### src/rtl/aud_i2s_recorder_pkg.sv
// Shared types and constants for the I2S record path.
package aud_i2s_recorder_pkg;

  localparam int DATA_W_DEF     = 16;
  localparam int ADDR_W_DEF     = 20;
  // I2S places the MSB one bit-clock after the LRC edge.
  localparam int I2S_DELAY_BITS = 1;

  typedef enum logic [2:0] {
    ST_IDLE,
    ST_WAIT_FRAME,
    ST_SHIFT,
    ST_STORE,
    ST_PAUSED
  } rec_state_e;

endpackage

### src/rtl/aud_i2s_recorder_if.sv
// Serial input, key controls and SRAM write side of the recorder.
interface aud_i2s_recorder_if #(
  parameter int DATA_W = 16,
  parameter int ADDR_W = 20
);
  logic              i_lrc;
  logic              i_data;
  logic              i_start;
  logic              i_pause;
  logic              i_stop;
  logic [ADDR_W-1:0] o_address;
  logic [DATA_W-1:0] o_data;
  logic              o_valid;
  logic              o_recording;
  logic              o_full;
  logic [ADDR_W-1:0] o_last_addr;

  modport master (
    output i_lrc, i_data, i_start, i_pause, i_stop,
    input  o_address, o_data, o_valid, o_recording, o_full, o_last_addr
  );

  modport slave (
    input  i_lrc, i_data, i_start, i_pause, i_stop,
    output o_address, o_data, o_valid, o_recording, o_full, o_last_addr
  );
endinterface

### src/rtl/aud_i2s_recorder_deser.sv
// Left-channel I2S deserialiser: LRC falling-edge detect, shift register and
// slot counter. 'sample' already includes the bit on the line this cycle so
// the parent can register the full word on the same edge that sees 'done'.
module aud_i2s_recorder_deser
  import aud_i2s_recorder_pkg::*;
#(
  parameter int DATA_W = DATA_W_DEF
) (
  input  logic              clk,
  input  logic              rst,
  input  logic              lrc,
  input  logic              sdata,
  input  logic              shift_en,
  output logic              fs,
  output logic [DATA_W-1:0] sample,
  output logic              done
);
  // bit_cnt tracks the slot position inside the left half; slot 0 is the fs cycle.
  localparam int LAST_SLOT = I2S_DELAY_BITS + DATA_W - 1;
  localparam int CNT_W     = $clog2(LAST_SLOT + 1);

  logic              lrc_d;
  logic [DATA_W-2:0] shreg;
  logic [CNT_W-1:0]  bit_cnt;

  assign fs     = lrc_d & ~lrc;
  assign sample = {shreg, sdata};
  assign done   = shift_en & (bit_cnt == CNT_W'(LAST_SLOT));

  // Edge-detect history, shift register and slot counter (parked at the first data slot).
  always_ff @(posedge clk) begin
    if (rst) begin
      lrc_d   <= 1'b1;
      shreg   <= '0;
      bit_cnt <= '0;
    end else begin
      lrc_d <= lrc;
      if (shift_en) begin
        shreg   <= sample[DATA_W-2:0];
        bit_cnt <= bit_cnt + CNT_W'(1);
      end else begin
        bit_cnt <= CNT_W'(I2S_DELAY_BITS);
      end
    end
  end
endmodule

### src/rtl/aud_i2s_recorder.sv
// Record-path capture stage: one left-channel sample per LRC frame is
// written to consecutive SRAM word addresses until stopped or full.
//
//  state       | meaning
//  ST_IDLE     | not recording; waits for a fresh start (resets pointer/full)
//  ST_WAIT_FRAME | armed, waiting for the LRC falling edge
//  ST_SHIFT    | collecting DATA_W bits MSB first
//  ST_STORE    | write strobe cycle; then advance pointer or flag full
//  ST_PAUSED   | halted, pointer kept; start resumes appending
module aud_i2s_recorder
  import aud_i2s_recorder_pkg::*;
#(
  parameter int                DATA_W   = DATA_W_DEF,
  parameter int                ADDR_W   = ADDR_W_DEF,
  parameter logic [ADDR_W-1:0] MAX_ADDR = '1
) (
  input logic               i_clk,
  input logic               i_rst,
  aud_i2s_recorder_if.slave bus
);
  rec_state_e        state;
  logic [ADDR_W-1:0] ptr;
  logic [ADDR_W-1:0] address_q;
  logic [ADDR_W-1:0] last_addr_q;
  logic [DATA_W-1:0] data_q;
  logic              valid_q;
  logic              recording_q;
  logic              full_q;

  logic              fs;
  logic              done;
  logic [DATA_W-1:0] sample;

  aud_i2s_recorder_deser #(.DATA_W(DATA_W)) u_deser (
    .clk      (i_clk),
    .rst      (i_rst),
    .lrc      (bus.i_lrc),
    .sdata    (bus.i_data),
    .shift_en (state == ST_SHIFT),
    .fs       (fs),
    .sample   (sample),
    .done     (done)
  );

  assign bus.o_address   = address_q;
  assign bus.o_data      = data_q;
  assign bus.o_valid     = valid_q;
  assign bus.o_recording = recording_q;
  assign bus.o_full      = full_q;
  assign bus.o_last_addr = last_addr_q;

  // Recorder FSM with registered outputs; stop beats pause beats start, and
  // a full address space beats any control arriving in the store cycle.
  always_ff @(posedge i_clk) begin
    if (i_rst) begin
      state       <= ST_IDLE;
      ptr         <= '0;
      address_q   <= '0;
      last_addr_q <= '0;
      data_q      <= '0;
      valid_q     <= 1'b0;
      recording_q <= 1'b0;
      full_q      <= 1'b0;
    end else begin
      valid_q <= 1'b0;
      case (state)
        ST_IDLE: begin
          if (bus.i_start) begin
            ptr         <= '0;
            full_q      <= 1'b0;
            last_addr_q <= '0;
            state       <= ST_WAIT_FRAME;
            recording_q <= 1'b1;
          end
        end
        ST_WAIT_FRAME: begin
          if (bus.i_stop) begin
            state       <= ST_IDLE;
            recording_q <= 1'b0;
          end else if (bus.i_pause) begin
            state       <= ST_PAUSED;
            recording_q <= 1'b0;
          end else if (fs) begin
            state <= ST_SHIFT;
          end
        end
        ST_SHIFT: begin
          if (bus.i_stop) begin
            state       <= ST_IDLE;
            recording_q <= 1'b0;
          end else if (bus.i_pause) begin
            state       <= ST_PAUSED;
            recording_q <= 1'b0;
          end else if (done) begin
            state       <= ST_STORE;
            valid_q     <= 1'b1;
            data_q      <= sample;
            address_q   <= ptr;
            last_addr_q <= ptr;
          end
        end
        ST_STORE: begin
          if (ptr == MAX_ADDR) begin
            full_q      <= 1'b1;
            state       <= ST_IDLE;
            recording_q <= 1'b0;
          end else begin
            ptr <= ptr + ADDR_W'(1);
            if (bus.i_stop) begin
              state       <= ST_IDLE;
              recording_q <= 1'b0;
            end else if (bus.i_pause) begin
              state       <= ST_PAUSED;
              recording_q <= 1'b0;
            end else begin
              state <= ST_WAIT_FRAME;
            end
          end
        end
        ST_PAUSED: begin
          if (bus.i_stop) begin
            state <= ST_IDLE;
          end else if (bus.i_start) begin
            state       <= ST_WAIT_FRAME;
            recording_q <= 1'b1;
          end
        end
        default: begin
          state       <= ST_IDLE;
          recording_q <= 1'b0;
        end
      endcase
    end
  end
endmodule

### src/flat_wrapper.sv
// flat-port wrapper written by rule: the top's interface ports become plain ports
module aud_i2s_recorder_flat import aud_i2s_recorder_pkg::*;
#(
  parameter int                DATA_W   = DATA_W_DEF,
  parameter int                ADDR_W   = ADDR_W_DEF,
  parameter logic [ADDR_W-1:0] MAX_ADDR = '1
)
  (i_clk, i_rst, bus_i_lrc, bus_i_data, bus_i_start, bus_i_pause, bus_i_stop, bus_o_address, bus_o_data, bus_o_valid, bus_o_recording, bus_o_full, bus_o_last_addr);
  aud_i2s_recorder_if #(.DATA_W(DATA_W), .ADDR_W(ADDR_W)) bus_i ();
  input logic i_clk;
  input logic i_rst;
  input wire logic [$bits(bus_i.i_lrc)-1:0] bus_i_lrc;
  input wire logic [$bits(bus_i.i_data)-1:0] bus_i_data;
  input wire logic [$bits(bus_i.i_start)-1:0] bus_i_start;
  input wire logic [$bits(bus_i.i_pause)-1:0] bus_i_pause;
  input wire logic [$bits(bus_i.i_stop)-1:0] bus_i_stop;
  output wire logic [$bits(bus_i.o_address)-1:0] bus_o_address;
  output wire logic [$bits(bus_i.o_data)-1:0] bus_o_data;
  output wire logic [$bits(bus_i.o_valid)-1:0] bus_o_valid;
  output wire logic [$bits(bus_i.o_recording)-1:0] bus_o_recording;
  output wire logic [$bits(bus_i.o_full)-1:0] bus_o_full;
  output wire logic [$bits(bus_i.o_last_addr)-1:0] bus_o_last_addr;
  assign bus_i.i_lrc = bus_i_lrc;
  assign bus_i.i_data = bus_i_data;
  assign bus_i.i_start = bus_i_start;
  assign bus_i.i_pause = bus_i_pause;
  assign bus_i.i_stop = bus_i_stop;
  assign bus_o_address = bus_i.o_address;
  assign bus_o_data = bus_i.o_data;
  assign bus_o_valid = bus_i.o_valid;
  assign bus_o_recording = bus_i.o_recording;
  assign bus_o_full = bus_i.o_full;
  assign bus_o_last_addr = bus_i.o_last_addr;
  aud_i2s_recorder #(.DATA_W(DATA_W), .ADDR_W(ADDR_W), .MAX_ADDR(MAX_ADDR)) u_core (.i_clk(i_clk), .i_rst(i_rst), .bus(bus_i));
endmodule
### config.mk
export PLATFORM = sky130hd
export DESIGN_NAME = aud_i2s_recorder_flat
export DESIGN_NICKNAME = d
export VERILOG_FILES = /design/src/rtl/aud_i2s_recorder_pkg.sv /design/src/rtl/aud_i2s_recorder_if.sv /design/src/rtl/aud_i2s_recorder_deser.sv /design/src/rtl/aud_i2s_recorder.sv /design/src/flat_wrapper.sv
export SDC_FILE = /design/constraint.sdc
export NUM_CORES = 1
export LEC_CHECK = 0
export BUFFER_PORTS_ARGS = -buffer_cell sky130_fd_sc_hd__buf_2
export CORE_UTILIZATION = 35
export CTS_BUF_LIST = sky130_fd_sc_hd__clkbuf_8
export DETAILED_ROUTE_END_ITERATION = 12
export HOLD_SLACK_MARGIN = 0.05
export PLACE_DENSITY = 0.59
export SYNTH_ARGS = -nofsm -noshare
export SYNTH_HDL_FRONTEND = slang
export SYNTH_HIERARCHICAL = 1
export SYNTH_SLANG_ARGS = --single-unit
### constraint.sdc
create_clock -name i_clk -period 2.6 [get_ports i_clk]
set_input_delay 0 -clock i_clk [delete_from_list [all_inputs] [get_ports i_clk]]
set_output_delay 0 -clock i_clk [all_outputs]
set_load 0.02 [all_outputs]
==> results of run 1 <==
worst max-delay path, delay by kind of cell (launching register included):
family | cells | cell delay (ps)
flip-flops | 1 | 420
AO/OA/AOI/OAI | 3 | 830
AND/OR/NAND/NOR | 2 | 860
stage by stage:
| stage | power (mW) | area, sq um |
|---|---|---|
| final | 3.07 | 4800 |
| after global routing | 3.16 | 4800 |
| after CTS | 3.11 | 4800 |
| after detailed placement | 1.72 | 4470 |
| after global placement | 1.72 | 4470 |
| after floorplan | 1.70 | 4050 |
kinds of logic (layout without fill, tap and decap cells):
logic type / after synthesis / in the layout / share of synthesized area (%)
adder cells (fa/ha/maj): 3 / 3 / 0.927
buffers and inverters: 33 / 98 / 3.96
AND/OR/NAND/NOR: 201 / 201 / 23.5
flip-flops: 103 / 103 / 50.9
multiplexers: 21 / 21 / 5.19
XOR/XNOR: 4 / 4 / 0.866
AO/OA/AOI/OAI: 100 / 100 / 14.6
state kept, by name, summed over array words and instances, names as in the netlist:
name and flops:
u_core/bus.o_address 20, u_core/bus.o_data 16, u_core/u_deser/shreg 15, u_core/ptr 20
u_core/bus.o_recording 1, u_core/bus.o_full 1, u_core/bus.o_valid 1, u_core/u_deser/lrc_d 1
u_core/bus.o_last_addr 20, u_core/u_deser/bit_cnt 5, u_core/state 3
per-layer routing:
layer / part of all wire, % / GRT usage (%) / wire length, microns
met5: 0 / 0 / 0
met4: 0.91 / 4.86 / 82
met3: 4.6 / 3.85 / 412
met2: 49 / 28.3 / 4420
met1: 46 / 18.8 / 4140
path summary, 6_finish.rpt:
path	to	slack [ps]	start
max	u_core/ptr[9]$_SDFFE_PP0P_	430	u_core/ptr[17]$_SDFFE_PP0P_
min reg2reg	u_core/bus.o_data[15]$_SDFFE_PP0P_	450	u_core/u_deser/shreg[14]$_SDFFE_PP0P_
max reg2reg	u_core/ptr[9]$_SDFFE_PP0P_	430	u_core/ptr[17]$_SDFFE_PP0P_
min	u_core/state[0]$_SDFFE_PP0P_	80	bus_i_start
final cells by class:
type                            instances  area, sq um  area share (%)
Sequential cell                       103         2060            43.0
Multi-Input combinational cell        329         1830            38.1
Inverter                                5         18.8           0.391
Timing Repair Buffer                   77          425            8.87
Tap cell                              140          175            3.65
Clock buffer                            9          124            2.58
Clock inverter                          7          166            3.47
placed cells by master, fill, tap and decap left out, types with 4 or more instances in the layout:
master         instances
nand2_1              106
or4_1                  7
o21ai_0                7
nor2_1                33
or3_1                  6
buf_2                 65
nor3_1                 6
mux2i_1               21
nand4_1                6
a21oi_1               71
dfxtp_1              103
o211ai_1               4
o31ai_1                6
buf_4                  8
clkbuf_8               9
bufinv_16              5
nand3_1               10
dlygate4sd3_1          4
inv_1                  5
power by group through the flow:
stage | combinational [mW] | clock, mW | sequential, mW
after detailed placement | 0.0974 | 0 | 1.63
after CTS | 0.103 | 1.42 | 1.59
after global routing | 0.113 | 1.46 | 1.59
after floorplan | 0.0767 | 0 | 1.62
after global placement | 0.0964 | 0 | 1.63
final | 0.101 | 1.38 | 1.59
cells in the mapped netlist, types with 3 or more instances:
master | number | area, sq um
nor3_1 | 6 | 30.0
or3_1 | 6 | 37.5
mux2i_1 | 21 | 210
and4_1 | 3 | 26.3
o31ai_1 | 6 | 45.0
nand2_1 | 106 | 398
nand3_1 | 10 | 50.1
a21oi_1 | 71 | 355
ha_1 | 3 | 37.5
buf_4 | 5 | 37.5
and3_1 | 3 | 18.8
or4_1 | 7 | 52.6
inv_1 | 5 | 18.8
and2_1 | 3 | 18.8
nor2b_1 | 3 | 18.8
dfxtp_1 | 103 | 2060
o21ai_0 | 7 | 35.0
nor2_1 | 33 | 124
clkbuf_1 | 14 | 52.6
buf_2 | 8 | 40.0
o211ai_1 | 4 | 30.0
nand4_1 | 6 | 37.5
==> qor.yml, run 1 <==
worst_setup_path:
  end_kind: "flip-flop"
  start_kind: "flip-flop"
  crit_slowest_cell: "or4_4"
  worstPathMaxFanout: 16
  crit_arrival_ps: 2470
  crit_required_ps: 2900
  crit_type: "flip-flop to flip-flop"
  cp_cell_sequence: "nand4_1, or4_4, o21ai_2, o21ai_0, a21oi_1"
  reg2regPathDepth: 5
  slowest_delay_ps: 540
clocking:
  cts_resized: 0
  h-tree-depth: 3
  cts_tree: "done"
  clkTransAtPathRegs_ps: 100
  ctsHoldBuffers: 4
  clk-insertion-delay-late_ps: 370
  clk_path_buf_depth: 2
  cts_setup_buffers: 0
  cts_sinks: 103
  cts_buffers: 9
  cts_root_buffer: "clkbuf_8"
power:
  p_leak_nw: 1.82
  swShare_pct: 20.1
  power_density_mw_per_mm2: 639
  max-vdd-ir-drop_uv: 396
  p_seq_share_pct: 51.8
  clock_power_share_pct: 44.9
  combPwrFrac_pct: 3.3
  power.internal_mw: 2.45
  p_sw_mw: 0.616
global_route:
  grt_pass1_wl_microns: 15100
  first_global_vias: 3213
  grt_use_total_pct: 15.9
  grt_antenna_before_repair: 0
  grt_max_degree: 59
  overflow: 0
yosys:
  ys_async_sr_fraction_pct: 0
  synth_cell_types: 46
  syn_avg_cell_area_sq_um: 8.70
  yosysWarnings: 6
  synth_edf_count: 0
  syn_area_sq_mm: 0.00405
  syn_inst: 465
  yosysSeqAreaShare_pct: 50.9
  synth_nets: 475
  ys_seq_elements: 103
  yosys_most_used_dff: "dfxtp_1"
placed_design:
  place_hpwl_microns: 6370
  globalplace.congestion: 0.807
  port_buffers: 65
  post-place-cells: 650
  pre_cts_ws_ps: 473
floorplan:
  design.die.area_sq_mm: 0.0120
  core_region_area_sq_mm: 0.0110
  die_h_microns: 110
  rows: 38
  die_w_microns: 110
  io_pins: 66
  start_util_pct: 36.7
layout:
  drive_above_1_share_pct: 18.1
  final_nets: 535
  final_cells: 670
  antennaDiodeCount: 0
  fin_util_pct: 43.5
  area.growth.synth_to_final_pct: 18.5
  fillers: 1123
timing:
  setup_ws_ps: 430
  drv_slew: 0
  rsz0062_at_grt: "false"
  min_period_ps: 2170
  max_freq_mhz: 461
  tightest_slew_ps: 598
  hold_violations: 0
  period_share_pct: 83.5
  finalSetupTns_ps: 0
  finalSetupViolCount: 0
  relSlewSlack_pct: 60.1
  whs_ps: 76.2
  final.setup_skew_ps: 10.4
route:
  firstDrtPassIters: 7
  wire_per_inst_microns: 13.5
  via_per_inst: 5.12
  vias: 3432
  ant_nets: 0
  drt_iter0_markers: 215
  drt-total-wl_microns: 9050
  drc: 0
status:
  run_status: "finished, final reports clean"
flow_run:
  maxCapViolations: 0
worst_hold_path:
  hold_path_depth: 4
  min-delay-path-class: "input port to flip-flop"
(Power assumes the default switching activity.)
==> inputs of run 2 (changes only) <==
Clock period 2.6 ns to 2.1 ns, I/O delays scaled along.
==> qor.yml, run 2 (synthesized netlist as in run 1, its figures left out) <==
timing:
  period_share_pct: 92.5
  finalSetupViolCount: 0
  finalSetupTns_ps: 0
  rsz0062_at_grt: "false"
  min_period_ps: 1940
  final.setup_skew_ps: 7.80
  whs_ps: 98.6
  drv_slew: 0
  relSlewSlack_pct: 67.5
  hold_violations: 0
  tightest_slew_ps: 486
  max_freq_mhz: 515
global_route:
  grt_use_total_pct: 16.6
  first_global_vias: 3293
  grt_antenna_before_repair: 0
  grt_pass1_wl_microns: 15500
  overflow: 0
  grt_max_degree: 49
layout:
  fillers: 1138
  final_common_cell: "nand2_1"
  drive_above_1_share_pct: 19.9
  final_nets: 544
  final_cell_mix: "106 x nand2_1, 101 x dfxtp_1, 71 x a21oi_1"
  antennaDiodeCount: 0
  fin_util_pct: 43.4
  area.growth.synth_to_final_pct: 18.2
worst_setup_path:
  critPathLaunch: "u_core/ptr[0]$_SDFFE_PP0P_"
  worstPathMaxFanout: 4
  end_kind: "flip-flop"
  crit_required_ps: 2400
  rrSetupSlack_ps: 160
  reg2regPathDepth: 6
  crit_arrival_ps: 2240
  worst_r2r_startpoint: "u_core/ptr[0]$_SDFFE_PP0P_"
  crit_type: "flip-flop to flip-flop"
  reg2reg_to: "u_core/ptr[18]$_SDFFE_PP0P_"
  crit_end: "u_core/ptr[18]$_SDFFE_PP0P_"
  start_kind: "flip-flop"
placed_design:
  globalplace.congestion: 0.841
  port_buffers: 65
  place_hpwl_microns: 6500
route:
  drt-total-wl_microns: 9240
  firstDrtPassIters: 7
  drc: 0
  via_per_inst: 5.04
  wire_per_inst_microns: 13.6
  ant_nets: 0
  drt_iter0_markers: 163
  vias: 3425
clocking:
  h-tree-depth: 3
  clk-insertion-delay-late_ps: 360
  cts_sinks: 103
  cts_root_buffer: "clkbuf_8"
  clk_path_buf_depth: 2
  cts_setup_buffers: 0
  cts_tree: "done"
  clkTransAtPathRegs_ps: 90
  cts_buffers: 9
power:
  max-vdd-ir-drop_uv: 430
  p_leak_nw: 1.84
  power_density_mw_per_mm2: 675
floorplan:
  die_h_microns: 110
  die_w_microns: 110
  start_util_pct: 36.7
  design.die.area_sq_mm: 0.0120
  core_region_area_sq_mm: 0.0110
  io_pins: 66
  rows: 38
status:
  run_status: "finished, final reports clean"
flow_run:
  maxCapViolations: 0
worst_hold_path:
  min-delay-path-class: "input port to flip-flop"
run 2: changes by cell type in the layout (fill, tap and decap cells not counted), sizes merged:
cell | previous run | this run
bufinv | 5 | 0
clkinv | 0 | 2
inv | 6 | 7
clkbuf | 9 | 11
buf | 73 | 82
run 2: power breakdown:
part           total, mW  internal [mW]  leakage (nW)  switching, mW
Clock               1.13          0.484        0.0977          0.644
Combinational      0.137         0.0473         0.909         0.0895
Sequential          1.97           1.96         0.831        0.00813
run 2: per-layer routing:
layer	wire length, microns	vias up	GRT usage, %
met1	4260	1606	19.9
li1	-	1744	-
met3	369	5	4.15
met4	64	0	4.48
met5	0	-	0
met2	4540	70	29.3
run 2: area by class of cell:
class	instances	area (sq um)	area share (%)
clock inverters	5	25.0	0.523
clock buffers	11	151	3.16
well taps	140	175	3.66
inverters	5	18.8	0.392
repair buffers	86	505	10.6
flip-flops and latches	103	2060	43.1
multi-input cells	329	1850	38.6
run 2: worst min-delay path by stage:
stage,end,from,depth (start not counted),slack [ps]
5_1_grt,u_core/bus.o_recording$_SDFFE_PP0P_,bus_i_start,5,120
4_1_cts,u_core/state[0]$_SDFFE_PP0P_,bus_i_start,4,80
3_5_place_dp,u_core/u_deser/lrc_d$_SDFF_PP1_,bus_i_lrc,2,210
3_3_place_gp,u_core/u_deser/lrc_d$_SDFF_PP1_,bus_i_lrc,2,210
6_report,u_core/state[0]$_SDFFE_PP0P_,bus_i_start,4,100
2_1_floorplan,u_core/state[2]$_SDFFE_PP0P_,bus_i_stop,1,80
run 2: stage by stage:
step | cell area [sq um] | power, mW | std cells | worst slack (ps)
after floorplan | 4060 | 2.11 | 465 | 7.20
after global placement | 4550 | 2.14 | 659 | 177
after detailed placement | 4550 | 2.14 | 659 | 88.6
after CTS | 4770 | 3.29 | 679 | 67.1
after global routing | 4790 | 3.37 | 679 | 35.8
final | 4790 | 3.23 | 679 | 157
run 2: repair_timing:
item | 4_1_cts | 5_1_grt
endpoints found under the hold margin | 7 | 0
hold buffers | 4 | 0
setup endpoints to repair | 0 | 43
gates resized for setup | 0 | 4
run 2: worst max-delay path, cell delays in order (launching register included):
cell and delay [ps]:
dfxtp_1 390, ha_1 240, nand4_1 220, nor2_1 370, nand2_1 110, or4_1 400
a21oi_1 140
